### src/rtl/mole_round_ctrl.sv
// Whack-a-mole round sequencer: picks a mole from an LFSR, arms the external timer and scores hits/misses.
// Optional MISS_PENALTY_EN: a wrong-index hit in UP costs a point and ends the round as a miss.
module mole_round_ctrl #(
  parameter int          NUM_MOLES  = 8,
  parameter int          IDX_W      = 3,
  parameter int          NUM_ROUNDS = 10,
  parameter int          SCORE_W    = 8,
  parameter logic [7:0]  LFSR_SEED  = 8'hA5
) (
  input  logic                 clk,
  input  logic                 rst,
  input  logic                 start,
  input  logic                 hit_valid,
  input  logic [IDX_W-1:0]     hit_idx,
  output logic                 timer_load,
  input  logic                 timer_running,
  input  logic                 timer_timeout,
  output logic [NUM_MOLES-1:0] mole_onehot,
  output logic [SCORE_W-1:0]   score,
  output logic [SCORE_W-1:0]   misses,
  output logic [7:0]           round_cnt,
  output logic                 busy,
  output logic                 done
);

  typedef enum logic [2:0] {
    S_IDLE, S_ARM, S_WAIT_RUN, S_UP, S_NEXT, S_DONE
  } state_t;

  state_t               r_state;
  logic [7:0]           r_lfsr;
  logic [IDX_W-1:0]     r_cur_idx;
  logic [1:0]           r_wd_cnt;
  logic                 r_timer_load;
  logic [NUM_MOLES-1:0] r_mole;
  logic [SCORE_W-1:0]   r_score;
  logic [SCORE_W-1:0]   r_misses;
  logic [7:0]           r_round_cnt;
  logic                 r_busy;
  logic                 r_done;

  logic                 w_lfsr_fb;
  logic                 w_hit_ok;
  logic [SCORE_W-1:0]   w_score_inc;
  logic [SCORE_W-1:0]   w_misses_inc;
  logic [7:0]           w_round_nxt;
  logic                 w_last_round;
  logic [NUM_MOLES-1:0] w_mole_dec;

  // x^8+x^6+x^5+x^4+1, shifting toward the MSB
  assign w_lfsr_fb    = r_lfsr[7] ^ r_lfsr[5] ^ r_lfsr[4] ^ r_lfsr[3];
  assign w_hit_ok     = hit_valid && (hit_idx == r_cur_idx);
  assign w_score_inc  = (&r_score)  ? r_score  : r_score  + SCORE_W'(1);
  assign w_misses_inc = (&r_misses) ? r_misses : r_misses + SCORE_W'(1);
  assign w_round_nxt  = r_round_cnt + 8'd1;
  assign w_last_round = (w_round_nxt == 8'(NUM_ROUNDS));
  assign w_mole_dec   = NUM_MOLES'(1) << r_cur_idx;

`ifdef MISS_PENALTY_EN
  logic               w_hit_bad;
  logic [SCORE_W-1:0] w_score_dec;
  assign w_hit_bad   = hit_valid && (hit_idx != r_cur_idx);
  assign w_score_dec = (r_score == '0) ? r_score : r_score - SCORE_W'(1);
`endif

  always_ff @(posedge clk) begin
    // NOTE: every register here, including the LFSR and mole index, is cleared by rst so an aborted round leaves no residue.
    if (rst) begin
      r_state      <= S_IDLE;
      r_lfsr       <= LFSR_SEED;
      r_cur_idx    <= '0;
      r_wd_cnt     <= '0;
      r_timer_load <= 1'b0;
      r_mole       <= '0;
      r_score      <= '0;
      r_misses     <= '0;
      r_round_cnt  <= '0;
      r_busy       <= 1'b0;
      r_done       <= 1'b0;
    end else begin
      r_lfsr       <= {r_lfsr[6:0], w_lfsr_fb};
      // NOTE: non-blocking default makes timer_load a single-cycle pulse; only entries into ARM raise it.
      r_timer_load <= 1'b0;
      case (r_state)
        S_IDLE, S_DONE: begin
          if (start) begin
            r_state      <= S_ARM;
            r_timer_load <= 1'b1;
            r_busy       <= 1'b1;
            r_done       <= 1'b0;
            r_score      <= '0;
            r_misses     <= '0;
            r_round_cnt  <= '0;
          end
        end
        S_ARM: begin
          r_cur_idx <= r_lfsr[IDX_W-1:0];
          r_wd_cnt  <= '0;
          r_state   <= S_WAIT_RUN;
        end
        S_WAIT_RUN: begin
          // timeout is stale from the last round here, so only running matters
          if (timer_running) begin
            r_state <= S_UP;
            r_mole  <= w_mole_dec;
          end else if (r_wd_cnt == 2'd3) begin
            r_state      <= S_ARM;
            r_timer_load <= 1'b1;
          end else begin
            r_wd_cnt <= r_wd_cnt + 2'd1;
          end
        end
        S_UP: begin
          if (w_hit_ok) begin
            r_score <= w_score_inc;
            r_mole  <= '0;
            r_state <= S_NEXT;
          end
`ifdef MISS_PENALTY_EN
          else if (w_hit_bad) begin
            r_score  <= w_score_dec;
            r_misses <= w_misses_inc;
            r_mole   <= '0;
            r_state  <= S_NEXT;
          end
`endif
          else if (timer_timeout) begin
            r_misses <= w_misses_inc;
            r_mole   <= '0;
            r_state  <= S_NEXT;
          end
        end
        S_NEXT: begin
          r_round_cnt <= w_round_nxt;
          if (w_last_round) begin
            r_state <= S_DONE;
            r_busy  <= 1'b0;
            r_done  <= 1'b1;
          end else begin
            r_state      <= S_ARM;
            r_timer_load <= 1'b1;
          end
        end
        default: begin
          r_state <= S_IDLE;
          r_mole  <= '0;
          r_busy  <= 1'b0;
          r_done  <= 1'b0;
        end
      endcase
    end
  end

  assign timer_load  = r_timer_load;
  assign mole_onehot = r_mole;
  assign score       = r_score;
  assign misses      = r_misses;
  assign round_cnt   = r_round_cnt;
  assign busy        = r_busy;
  assign done        = r_done;

endmodule

### config.mk
export PLATFORM = sky130hd
export DESIGN_NAME = mole_round_ctrl
export DESIGN_NICKNAME = d
export VERILOG_FILES = /design/src/rtl/mole_round_ctrl.sv
export SDC_FILE = /design/constraint.sdc
export NUM_CORES = 1
export LEC_CHECK = 0
export BUFFER_PORTS_ARGS = -buffer_cell sky130_fd_sc_hd__buf_2
export CAP_MARGIN = 20
export CORE_MARGIN = 5
export CORE_UTILIZATION = 50
export DETAILED_ROUTE_END_ITERATION = 10
export PLACE_DENSITY = 0.87
export RECOVER_POWER = 25
export SYNTH_ARGS = -nofsm -noshare
export SYNTH_HDL_FRONTEND = slang
export SYNTH_SLANG_ARGS = --single-unit
### constraint.sdc
create_clock -name clk -period 1.95 [get_ports clk]
set_clock_uncertainty 0.15 [all_clocks]
set_input_delay 0.195 -clock clk [delete_from_list [all_inputs] [get_ports clk]]
set_output_delay 0.195 -clock clk [all_outputs]
set_load 0.05 [all_outputs]
After elaboration in Yosys (flattened, before gate mapping)
Cells that the tools add are included.
{"block": "word_totals", "ff_bits": 51, "input_bits": 9}
{"block": "op_classes", "add_sub_neg": 4, "n_eq_ne": 20, "shift": 1, "n_mux": 34, "bitwise": 5, "reduce_logical": 17}
{"operator": "8-bit 2-to-1 mux", "count": 9}
{"operator": "8-bit case mux with 2 select lines", "count": 3}
{"operator": "8-bit by 1-bit adder with 8-bit output, second input constant", "count": 3}
{"operator": "8-bit case mux with 3 select lines", "count": 1}
{"operator": "2-bit inequality test, second input constant", "count": 10}
{"operator": "3-bit 2-to-1 mux", "count": 6}
{"operator": "8-bit AND reduction", "count": 2}
{"operator": "3-bit case mux with 5 select lines", "count": 1}
{"operator": "3-bit AND reduction", "count": 4}
{"operator": "1-bit case mux with 3 select lines", "count": 3}
{"operator": "8-bit by 4-bit == test with 1-bit output, second input constant", "count": 1}
{"operator": "1-bit 2-to-1 mux", "count": 8}
{"operator": "1-bit by 3-bit left shift with 8-bit output, first input constant", "count": 1}
{"operator": "3-bit by 2-bit == test with 1-bit output, second input constant", "count": 2}
{"operator": "3-bit == test, second input constant", "count": 2}
{"operator": "3-bit inequality test, second input constant", "count": 2}
{"operator": "2-bit nonzero test", "count": 3}
{"operator": "5-bit AND reduction", "count": 1}
{"operator": "2-bit 2-to-1 mux", "count": 2}
{"operator": "2-bit case mux with 2 select lines", "count": 1}
{"operator": "4-bit AND reduction", "count": 1}
{"operator": "4-bit OR reduction", "count": 1}
{"operator": "3-bit by 1-bit == test with 1-bit output, second input constant", "count": 1}
{"operator": "3-bit == test", "count": 1}
{"operator": "9 further kinds", "count": 12}

Longest topological paths before layout
Gate-level depths: netlist of run 1.
{"block": "depth", "depth_word": 5, "ltp_mapped": 6, "ltp_nobuf": 6}

Worst setup path after synthesis of run 1
Ideal clock, no wire load.
{"block": "synth_path", "path_type": "register to register", "start": "register r_round_cnt[0], in the netlist round_cnt[0]", "end": "register r_busy, in the netlist busy", "setup_ps": 116, "arrival_time_ps": 2114, "setup_slack_ps": -431, "stages_incl_launch_ff": 7, "n_path_buf": 0, "period_less_slack_ps": 2381, "cell_sequence": "dfxtp_1 ha_1 nand3_1 o21ai_1 o2111ai_1 or3_1 a31o_2"}
{"block": "synth_between", "elab_chain_len": 4}
{"item": "start, declared", "line_no": "38", "source": "logic [7:0] r_round_cnt;"}
{"item": "start signal, assigned", "line_no": "134", "source": "r_round_cnt <= w_round_nxt;"}
{"item": "8-bit by 1-bit adder with 8-bit output", "line_no": "55", "source": "assign w_round_nxt = r_round_cnt + 8'd1;"}
{"item": "8-bit by 4-bit == test with 1-bit output", "line_no": "56", "source": "assign w_last_round = (w_round_nxt == 8'(NUM_ROUNDS));"}
{"item": "2-bit inequality test (no line)"}
{"item": "3-bit AND reduction (no line)"}
{"item": "end signal, assigned", "line_no": "78", "source": "r_busy <= 1'b0;"}
{"item": "end signal, assigned", "line_no": "89", "source": "r_busy <= 1'b1;"}
{"item": "end signal, assigned", "line_no": "137", "source": "r_busy <= 1'b0;"}
{"item": "end, declared", "line_no": "39", "source": "logic r_busy;"}
Every way passes these cells.
A chain may end at the register's enable or synchronous reset.

Final worst setup path of run 1
Ends and elaborated chain as after synthesis.

==> flow_summary_export.csv, run 1 <==
group,metric,value,unit
place,placed_area,0.002877,mm²
clock_network,numCtsBuffers,5,
drt,vias,2215,
power,vdd_drop_max,0.0004990,V
synth,synth_ff_type,"dfxtp_1",
synth,synth_seq_area_share,41.30,%
timing,fin_crit,1.904,ns
clock_network,clk_latency,0.31,ns
clock_network,clock-sinks,51,
worst_setup_path,end_kind,"register",
global_route,grt_pass1_vias,2081,
layout,n_fill_cell,428,
floorplanning,fp.dieH,80.32,µm
timing,min_period_over_period,97.65,%
drt,drt_iter0_drc,236,
power,internal_power,0.001485,W
global_route,grt_use_total,17.97,%
timing,tns,0,ns
layout,drive_gt1_share,28.32,%
run_status,status,"finished, final reports clean",
synth,netlist_area,0.002472,mm²
drt,antenna_left,0,
power,pwr-share-seq,54.5,%
worst_setup_path,slowest_delay,0.40,ns
global_route,grt_first_pass_wirelength,9273,µm
place,dpl.hpwl,3851,µm
floorplanning,initial_core_util,52.00,%
drt,routed_wirelength,5402,µm
layout,final_cells,406,
worst_setup_path,critPathRequiredTime,2.01,ns
place,place_congestion,0.8984,
clock_network,root_buffer,"clkbuf_8",
floorplanning,num_rows,25,
timing,setup-violations-final,0,
layout,nets,352,
worst_setup_path,crit_chain,"ha_4 -> nand3_2 -> o21ai_2 -> o2111ai_2 -> or3_4 -> a31o_2",
worst_setup_path,cpMaxStageDelayCell,"dfxtp_4",
synth,synthCells,282,
worst_setup_path,path_class,"reg -> reg",
power,power_density,673.8,mW/mm²
global_route,grt_max_degree,26,
timing,final_hold_viol_count,0,
worst_setup_path,cp_max_fo,7,
power,leakage,1.133,nW
clock_network,htreeDepth,2,
timing,worst_slack,0.04584,ns
synth,synth.area.top_cells,"dfxtp_1, nor2_1, xnor2_1",
clock_network,clkSlewWorstSetupHoldPaths,0.09,ns
floorplanning,die_area,0.006451,mm²
synth,syn_area_per_cell,8.767,µm²
global_route,antenna_found_initial,0,
clock_network,cts_max_path_buffers,2,
place,dp.cells,396,
drt,route.detailed.drc,0,
power,pwr-share-clk,30.6,%
worst_setup_path,cp-start-kind,"register",
synth,synth_edf_count,0,
timing,hold_ws,0.1447,ns
floorplanning,die_x,80.32,µm
layout,antenna_cells,0,
synth,synth-async-reset-ratio,0,%
drt,first_pass_iters,4,
place,io_buffer_count,43,
synth,ys_warn_count,0,
flow_run,maxCapViolations,0,
timing,max_freq,0.5252,GHz
layout,area_growth,21.46,%
timing,maxSlewViolCount,0,
power,switching_share,26.59,%
timing,worst_slew_pin_slew,0.7528,ns
synth,yosys-top-cells-count,"dfxtp_1, nor2_1, xnor2_1, nand3_1, a21oi_1",
min_path,hp-class,"in -> reg",
drt,vias_per_cell,5.456,
global_route,gr-total-overflow,0,
place,preCtsSetupSlack,0.01875,ns
synth,ys_seq_elements,51,
layout,final_area,0.003003,mm²
floorplanning,ios,44,
synth,yosysMostFrequentCell,"dfxtp_1",
floorplanning,coreArea,0.004755,mm²
synth,synth_fp_nets,296,
power,pwr-share-comb,14.8,%
clock_network,cts_tree,"built",
worst_setup_path,critPathArrivalTime,1.97,ns
timing,max-slew-margin-rel,49.81,%
synth,ys_types,49,
power,switching_power,0.0005379,W
synth,synth_top_area_share,41.30,%
drt,wl_per_cell,13.31,µm
synth,yosys.area.top_type,"dfxtp_1",
clock_network,cts_hold_buf,0,
[per-stage QoR]
stage               utilization (%)  total power (W)
floorplan                         -         0.001338
global placement              60.50         0.001417
detailed placement            60.50         0.001425
CTS                           62.55         0.002039
global route                  63.16         0.002129
finish                        63.16         0.002023
[state kept, by name, summed over array words and instances (netlist names)]
signal / count
misses: 8
mole_onehot: 8
r_lfsr: 8
round_cnt: 8
score: 8
r_cur_idx: 3
r_state: 3
r_wd_cnt: 2
busy: 1
done: 1
timer_load: 1
[cell families (layout without fill, tap and decap cells)]
group	count (synthesis)	after routing	synth area share [%]
DFF	51	51	41.30
buffers and inverters	15	72	2.885
muxes	14	14	5.718
xor gates and xnor gates	20	20	7.085
and+or+nand+nor	134	134	29.15
AOI/OAI and AO/OA	42	42	10.93
adders and majority gates	6	6	2.935
[layer usage]
metal	track usage (%)	part of all wire, %	vias up
met2	29.72	48	53
met4	8.615	2.3	0
met3	4.484	4.7	11
met5	0	0	-
met1	21.69	45	1036
li1	-	-	1115
[power groups by stage]
stage	registers (W)	clock network (W)	logic, W
3_5_place_dp	0.00113	0	0.000298
6_report	0.00110	0.000620	0.000300
2_1_floorplan	0.00114	0	0.000196
4_1_cts	0.00110	0.000636	0.000300
3_3_place_gp	0.00113	0	0.000292
5_1_grt	0.00111	0.000689	0.000331
[cell type report]
class                           count  area (µm²)  share of cell area [%]
Inverter                            2       7.507                  0.2500
Tap cell                           67       83.83                   2.792
Sequential cell                    51        1050                   34.96
Clock inverter                      1       5.005                  0.1667
Clock buffer                        7       86.33                   2.875
Timing Repair Buffer               62       340.3                   11.33
Multi-Input combinational cell    216        1430                   47.62
[placed cells by master, fill, tap and decap left out, drive strengths merged, types with 2 or more instances in the layout]
master | synthesis | routed
mux2i | 13 | 13
xnor2 | 17 | 17
nor4b | 2 | 2
a211oi | 6 | 6
nor3 | 11 | 11
a31o | 2 | 2
or2 | 5 | 5
a31oi | 3 | 3
nand3b | 6 | 6
a21oi | 14 | 14
o211ai | 2 | 2
and4bb | 2 | 2
nor2b | 8 | 8
inv | 2 | 2
ha | 5 | 5
and3 | 3 | 3
nand2 | 8 | 8
nor4 | 7 | 7
dfxtp | 51 | 51
buf | 5 | 48
or3 | 4 | 4
nand2b | 4 | 4
nor2 | 49 | 49
nand4 | 3 | 3
a21o | 2 | 2
and4 | 3 | 3
xor2 | 3 | 3
nand3 | 15 | 15
o21ai | 6 | 6
clkbuf | 8 | 21
nor3b | 2 | 2
[path summary, 6_finish.rpt]
kind                               startpoint    endpoint  slack [ns]  cells past startpoint
worst min-delay path            timer_timeout  r_state[1]        0.14                      4
worst min register to register      r_lfsr[6]   r_lfsr[7]        0.26                      1
worst max register to register   round_cnt[0]        busy        0.05                      6
worst max-delay path             round_cnt[0]        busy        0.05                      6
[critical path: cells and delay by family, from the launching register on]
family	cells	cell delay, ns
AND/OR/NAND/NOR	2	0.49
AO/OA/AOI/OAI	3	0.60
flip-flops	1	0.40
adder cells (fa/ha/maj)	1	0.17
[timing repair]
item,4_1_cts,5_1_grt
setup buffers,0,2
pin swaps,0,2
resized for setup,1,6
endpoints found under the setup margin,1,5
Note: power is estimated with default switching activity, not from simulation.
==> inputs of run 2 (changes only) <==
--- a/config.mk
+++ b/config.mk
@@ -8,9 +8,9 @@
 export BUFFER_PORTS_ARGS = -buffer_cell sky130_fd_sc_hd__buf_2
 export CAP_MARGIN = 20
 export CORE_MARGIN = 5
-export CORE_UTILIZATION = 50
+export CORE_UTILIZATION = 45
 export DETAILED_ROUTE_END_ITERATION = 10
-export PLACE_DENSITY = 0.87
+export PLACE_DENSITY = 0.81
 export RECOVER_POWER = 25
 export SYNTH_ARGS = -nofsm -noshare
 export SYNTH_HDL_FRONTEND = slang
==> flow_summary_export.csv, run 2 (synthesis results as in run 1) <==
group,metric,value,unit
timing,max_freq,0.5320,GHz
power,switching_power,0.0005329,W
timing,grt_setup_unrepaired,"true",
power,pwr-share-comb,15.8,%
power,pwr-share-clk,29.0,%
timing,setup-violations-final,0,
clock_network,root_buffer,"clkbuf_8",
timing,max-slew-margin-rel,45.90,%
place,preCtsSetupSlack,0.02296,ns
global_route,gr-total-overflow,0,
power,vdd_drop_max,0.0005029,V
power,internal_power,0.001458,W
floorplanning,num_rows,27,
layout,multi_input_comb_area,0.001430,mm²
clock_network,cts_tree,"built",
layout,n_fill_cell,479,
drt,drt_iter0_drc,125,
place,dpl.hpwl,3952,µm
min_path,hp-class,"in -> reg",
drt,top_layer_used,"met4",
layout,final_cell_mix,"nor2_1, dfxtp_1, buf_2, buf_4, xnor2_1",
drt,first_pass_iters,4,
drt,m1WireLength,2447,µm
worst_setup_path,cp-start-kind,"register",
drt,routed_wirelength,5435,µm
timing,maxSlewViolCount,0,
global_route,grt_max_degree,25,
floorplanning,ios,44,
power,pwr-share-seq,55.2,%
clock_network,clk_latency,0.30,ns
timing,worst_slack,0.07031,ns
clock_network,clock-sinks,51,
drt,wl_per_cell,13.19,µm
clock_network,cts_max_path_buffers,2,
drt,vias_per_cell,5.320,
timing,tns,0,ns
place,placed_area,0.002903,mm²
run_status,status,"finished, final reports clean",
power,power_density,658.6,mW/mm²
global_route,grt_use_total,15.23,%
timing,fin_crit,1.880,ns
place,place_congestion,0.9194,
floorplanning,fp.dieH,84.12,µm
layout,nets,353,
drt,wl_met2,2657,µm
layout,area_growth,22.27,%
layout,final_area,0.003023,mm²
worst_setup_path,cp_max_fo,9,
drt,antenna_left,0,
clock_network,clkSlewWorstSetupHoldPaths,0.09,ns
clock_network,cts_hold_buf,0,
worst_setup_path,end_kind,"register",
clock_network,numCtsBuffers,5,
floorplanning,die_area,0.007076,mm²
worst_setup_path,r2r_start,"round_cnt[2]",
timing,final_hold_viol_count,0,
worst_setup_path,critPathRequiredTime,2.00,ns
global_route,antenna_found_initial,0,
drt,route.detailed.drc,0,
flow_run,maxCapViolations,0,
timing,min_period_over_period,96.39,%
floorplanning,coreArea,0.005439,mm²
power,switching_share,26.77,%
global_route,grt_pass1_vias,2046,
min_path,hold_start,"start",
place,io_buffer_count,43,
power,leakage,1.140,nW
drt,vias,2192,
timing,hold_ws,0.1259,ns
layout,antenna_cells,0,
layout,drive_gt1_share,28.24,%
layout,layout_commonest_cell,"nor2_1",
floorplanning,die_x,84.12,µm
layout,seq_area,0.001052,mm²
drt,route.met3.wl,235,µm
worst_setup_path,critPathArrivalTime,1.93,ns
timing,worst_slew_pin_slew,0.8115,ns
worst_setup_path,path_class,"reg -> reg",
floorplanning,initial_core_util,45.46,%
global_route,grt_first_pass_wirelength,9052,µm
worst_setup_path,critPathLaunch,"round_cnt[2]",
clock_network,htreeDepth,2,
run 2: power by group through the flow:
stage	clock, W	sequential (W)	combinational [W]
after floorplan	0	0.00114	0.000196
after global placement	0	0.00112	0.000306
after detailed placement	0	0.00112	0.000312
after CTS	0.000591	0.00110	0.000315
after global routing	0.000642	0.00110	0.000341
final	0.000577	0.00110	0.000314
run 2: path summary, 6_finish.rpt:
check	end	slack, ns	cells after the start
setup / recovery	busy	0.07	5
setup reg to reg	busy	0.07	5
hold reg to reg	r_lfsr[7]	0.27	1
hold / removal	r_state[2]	0.13	4
run 2: metal layers:
metal / vias up / global-route usage (%)
met5: - / 0
met4: 0 / 5.556
met3: 9 / 3.751
met2: 46 / 25.97
met1: 1017 / 18.52
li1: 1120 / -
run 2: repair_timing:
item | CTS | global route
resized for setup | 0 | 9
buffers inserted | 0 | 2
endpoints found under the setup margin | 0 | 4
run 2: through the flow:
step | cells | utilization [%] | power (W)
2_1_floorplan | 282 | - | 0.001338
3_5_place_dp | 402 | 53.37 | 0.001437
4_1_cts | 410 | 54.87 | 0.002007
6_report | 412 | 55.58 | 0.001991
5_1_grt | 412 | 55.58 | 0.002087
3_3_place_gp | 402 | 53.37 | 0.001429
run 2: cell type report:
class / instances / share of cell area, %
Clock inverter: 1 / 0.1656
Timing Repair Buffer: 63 / 11.96
Tap cell: 72 / 2.980
Sequential cell: 51 / 34.81
Inverter: 2 / 0.2483
Multi-Input combinational cell: 216 / 47.31
Clock buffer: 7 / 2.525
run 2: critical path, cell delays in order (launching register included):
cell	delay, ns
dfxtp_2	0.38
and3_4	0.21
and4bb_2	0.30
o2111ai_2	0.16
or3_4	0.36
a31o_2	0.23
==> inputs of run 3 (changes only) <==
--- a/config.mk
+++ b/config.mk
@@ -11,7 +11,8 @@
 export CORE_UTILIZATION = 45
 export DETAILED_ROUTE_END_ITERATION = 10
 export PLACE_DENSITY = 0.81
-export RECOVER_POWER = 25
+export RECOVER_POWER = 50
+export REMOVE_ABC_BUFFERS = 1
 export SYNTH_ARGS = -nofsm -noshare
 export SYNTH_HDL_FRONTEND = slang
 export SYNTH_SLANG_ARGS = --single-unit
==> constraint.sdc (replaced) <==
create_clock -name clk -period 1.6 [get_ports clk]
set_clock_uncertainty 0.15 [all_clocks]
set_input_delay 0.16 -clock clk [delete_from_list [all_inputs] [get_ports clk]]
set_output_delay 0.16 -clock clk [all_outputs]
set_load 0.05 [all_outputs]
==> flow_summary_export.csv, run 3 (synthesis results as in run 1) <==
group,metric,value,unit
drt,route.detailed.drc,0,
floorplanning,ios,44,
clock_network,clk_latency,0.31,ns
clock_network,clock-sinks,51,
floorplanning,fp.dieH,84.12,µm
clock_network,root_buffer,"clkbuf_8",
worst_setup_path,crit_buf_inv,1,
power,switching_share,30.47,%
floorplanning,die_area,0.007076,mm²
power,power_density,669.8,mW/mm²
worst_setup_path,end_kind,"register",
power,leakage,1.659,nW
place,io_buffer_count,43,
worst_setup_path,cp-start-kind,"register",
worst_setup_path,crit_chain,"nand3_1 -> nor3_4 -> xor2_2 -> buf_4 -> or3_1 -> a31oi_1",
timing,max_freq,0.5253,GHz
clock_network,htreeDepth,2,
layout,final_core_util,75.11,%
worst_setup_path,reg2reg_to,"r_state[2]",
global_route,antenna_found_initial,0,
power,switching_power,0.0008336,W
layout,drive_gt1_share,57.11,%
clock_network,numCtsBuffers,5,
global_route,grt_first_pass_wirelength,12060,µm
layout,nets,421,
timing,worst_slew_pin_slew,0.4035,ns
worst_setup_path,cp-endpoint,"r_state[2]",
layout,final_cell_mix,"buf_4, nor2_1, buf_2, dfxtp_1, buf_6",
global_route,grt_max_degree,18,
drt,antenna_left,0,
power,vdd_drop_max,0.0004858,V
run_status,failed_checks,"setup timing",
flow_run,maxCapViolations,0,
power,internal_power,0.001903,W
global_route,grt_pass1_vias,2617,
worst_setup_path,path_class,"reg -> reg",
worst_setup_path,slowest_delay,0.42,ns
run_status,status,"complete, but fails checks",
timing,worst_slack,-0.3037,ns
worst_setup_path,critPathLaunch,"round_cnt[3]",
drt,routed_wirelength,8775,µm
floorplanning,die_x,84.12,µm
timing,min_period_over_period,119.0,%
power,power,0.002736,W
layout,layout_commonest_cell,"buf_4",
worst_setup_path,cp_max_fo,7,
place,dpl.hpwl,4529,µm
floorplanning,num_rows,27,
timing,grt_setup_unrepaired,"true",
power,pwr-share-comb,22.7,%
power,pwr-share-clk,28.2,%
worst_setup_path,worstRegToRegCells,6,
drt,vias_per_cell,5.696,
worst_setup_path,cpMaxStageDelayCell,"dfxtp_4",
place,place_congestion,0.8864,
timing,maxSlewViolCount,0,
layout,antenna_cells,0,
place,dp.cells,449,
clock_network,cts_hold_buf,0,
power,pwr-share-seq,49.1,%
worst_setup_path,r2r_setup_slack,-0.30,ns
drt,first_pass_iters,4,
layout,area_growth,65.23,%
layout,final_cells,480,
timing,final_hold_viol_count,0,
floorplanning,initial_core_util,45.46,%
worst_setup_path,critPathArrivalTime,1.99,ns
worst_setup_path,path_depth,6,
drt,vias,2734,
clock_network,cts_tree,"built",
global_route,gr-total-overflow,0,
place,placed_area,0.003214,mm²
drt,drt_iter0_drc,119,
layout,final_area,0.004085,mm²
min_path,hp-class,"in -> reg",
timing,max-slew-margin-rel,72.76,%
timing,hold_ws,0.1178,ns
worst_setup_path,r2r_start,"round_cnt[3]",
worst_setup_path,critPathRequiredTime,1.69,ns
global_route,grt_use_total,20.54,%
floorplanning,coreArea,0.005439,mm²
clock_network,clkSlewWorstSetupHoldPaths,0.10,ns
timing,setup-violations-final,37,
worst_setup_path,path_delay_family,"simple AND/OR/NAND/NOR gates",
drt,wl_per_cell,18.28,µm
timing,fin_crit,1.904,ns
clock_network,cts_max_path_buffers,2,
run 3: cell types whose count changed in the layout (fill, tap and decap cells not counted), moves of 6 or more:
cell / change
a21oi_1: -8
a21oi_2: +6
buf_2: +13
buf_4: +52
buf_6: +15
clkbuf_1: -15
dfxtp_2: -6
nor3_1: -7
nor4_1: -7
nor4_4: +7
run 3: repair_timing:
action                                 in CTS  in global routing
gates resized for setup                    62                 75
buffers inserted                           10                 15
setup endpoints to repair                  35                 40
pin swaps                                  20                 36
endpoints found under the hold margin       0                  0
run 3: layer usage:
layer	share of wire (%)	routed length (µm)	global-route usage (%)
met4	3.9	344	9.211
met3	6.0	530	4.936
met5	0	0	0
met1	39	3396	23.17
met2	51	4504	36.44
run 3: cell type report:
| class | instances | area, µm² |
|---|---|---|
| multi-input combinational | 216 | 1891 |
| fill | 318 | 1354 |
| sequential | 51 | 1052 |
| timing repair buffer | 131 | 957.2 |
| tap | 72 | 90.09 |
| clock buffer | 5 | 68.82 |
| clock inverter | 3 | 18.77 |
| inverter | 2 | 7.507 |
run 3: metrics by stage:
step	setup TNS (ns)	worst slack, ns
detailed placement	-3.013	-0.3933
global placement	-1.915	-0.3318
CTS	-0.8263	-0.2112
global route	-5.002	-0.4095
floorplan	-10.69	-0.7807
finish	-2.560	-0.3037
run 3: power by group through the flow:
stage               clock (W)  combinational, W  sequential, W
global route         0.000844          0.000659        0.00135
finish               0.000771          0.000621        0.00134
floorplan                   0          0.000194        0.00141
global placement            0          0.000436        0.00137
CTS                  0.000782          0.000490        0.00134
detailed placement          0          0.000445        0.00137
run 3: worst min path at each step:
stage	from	end	slack [ns]	cells past startpoint
floorplan	rst	misses[1]	0.08	1
global placement	r_lfsr[6]	r_lfsr[7]	0.25	1
detailed placement	r_lfsr[6]	r_lfsr[7]	0.26	1
CTS	rst	score[0]	0.07	2
global route	rst	misses[0]	0.13	2
finish	rst	misses[0]	0.12	2
run 3: worst reg2reg max path, delay by kind of cell, from the launching register on:
kind | cells | cell delay, ns
AOI/OAI and AO/OA | 1 | 0.14
xor gates and xnor gates | 1 | 0.13
buffers and inverters | 1 | 0.16
DFF | 1 | 0.42
and+or+nand+nor | 3 | 0.84
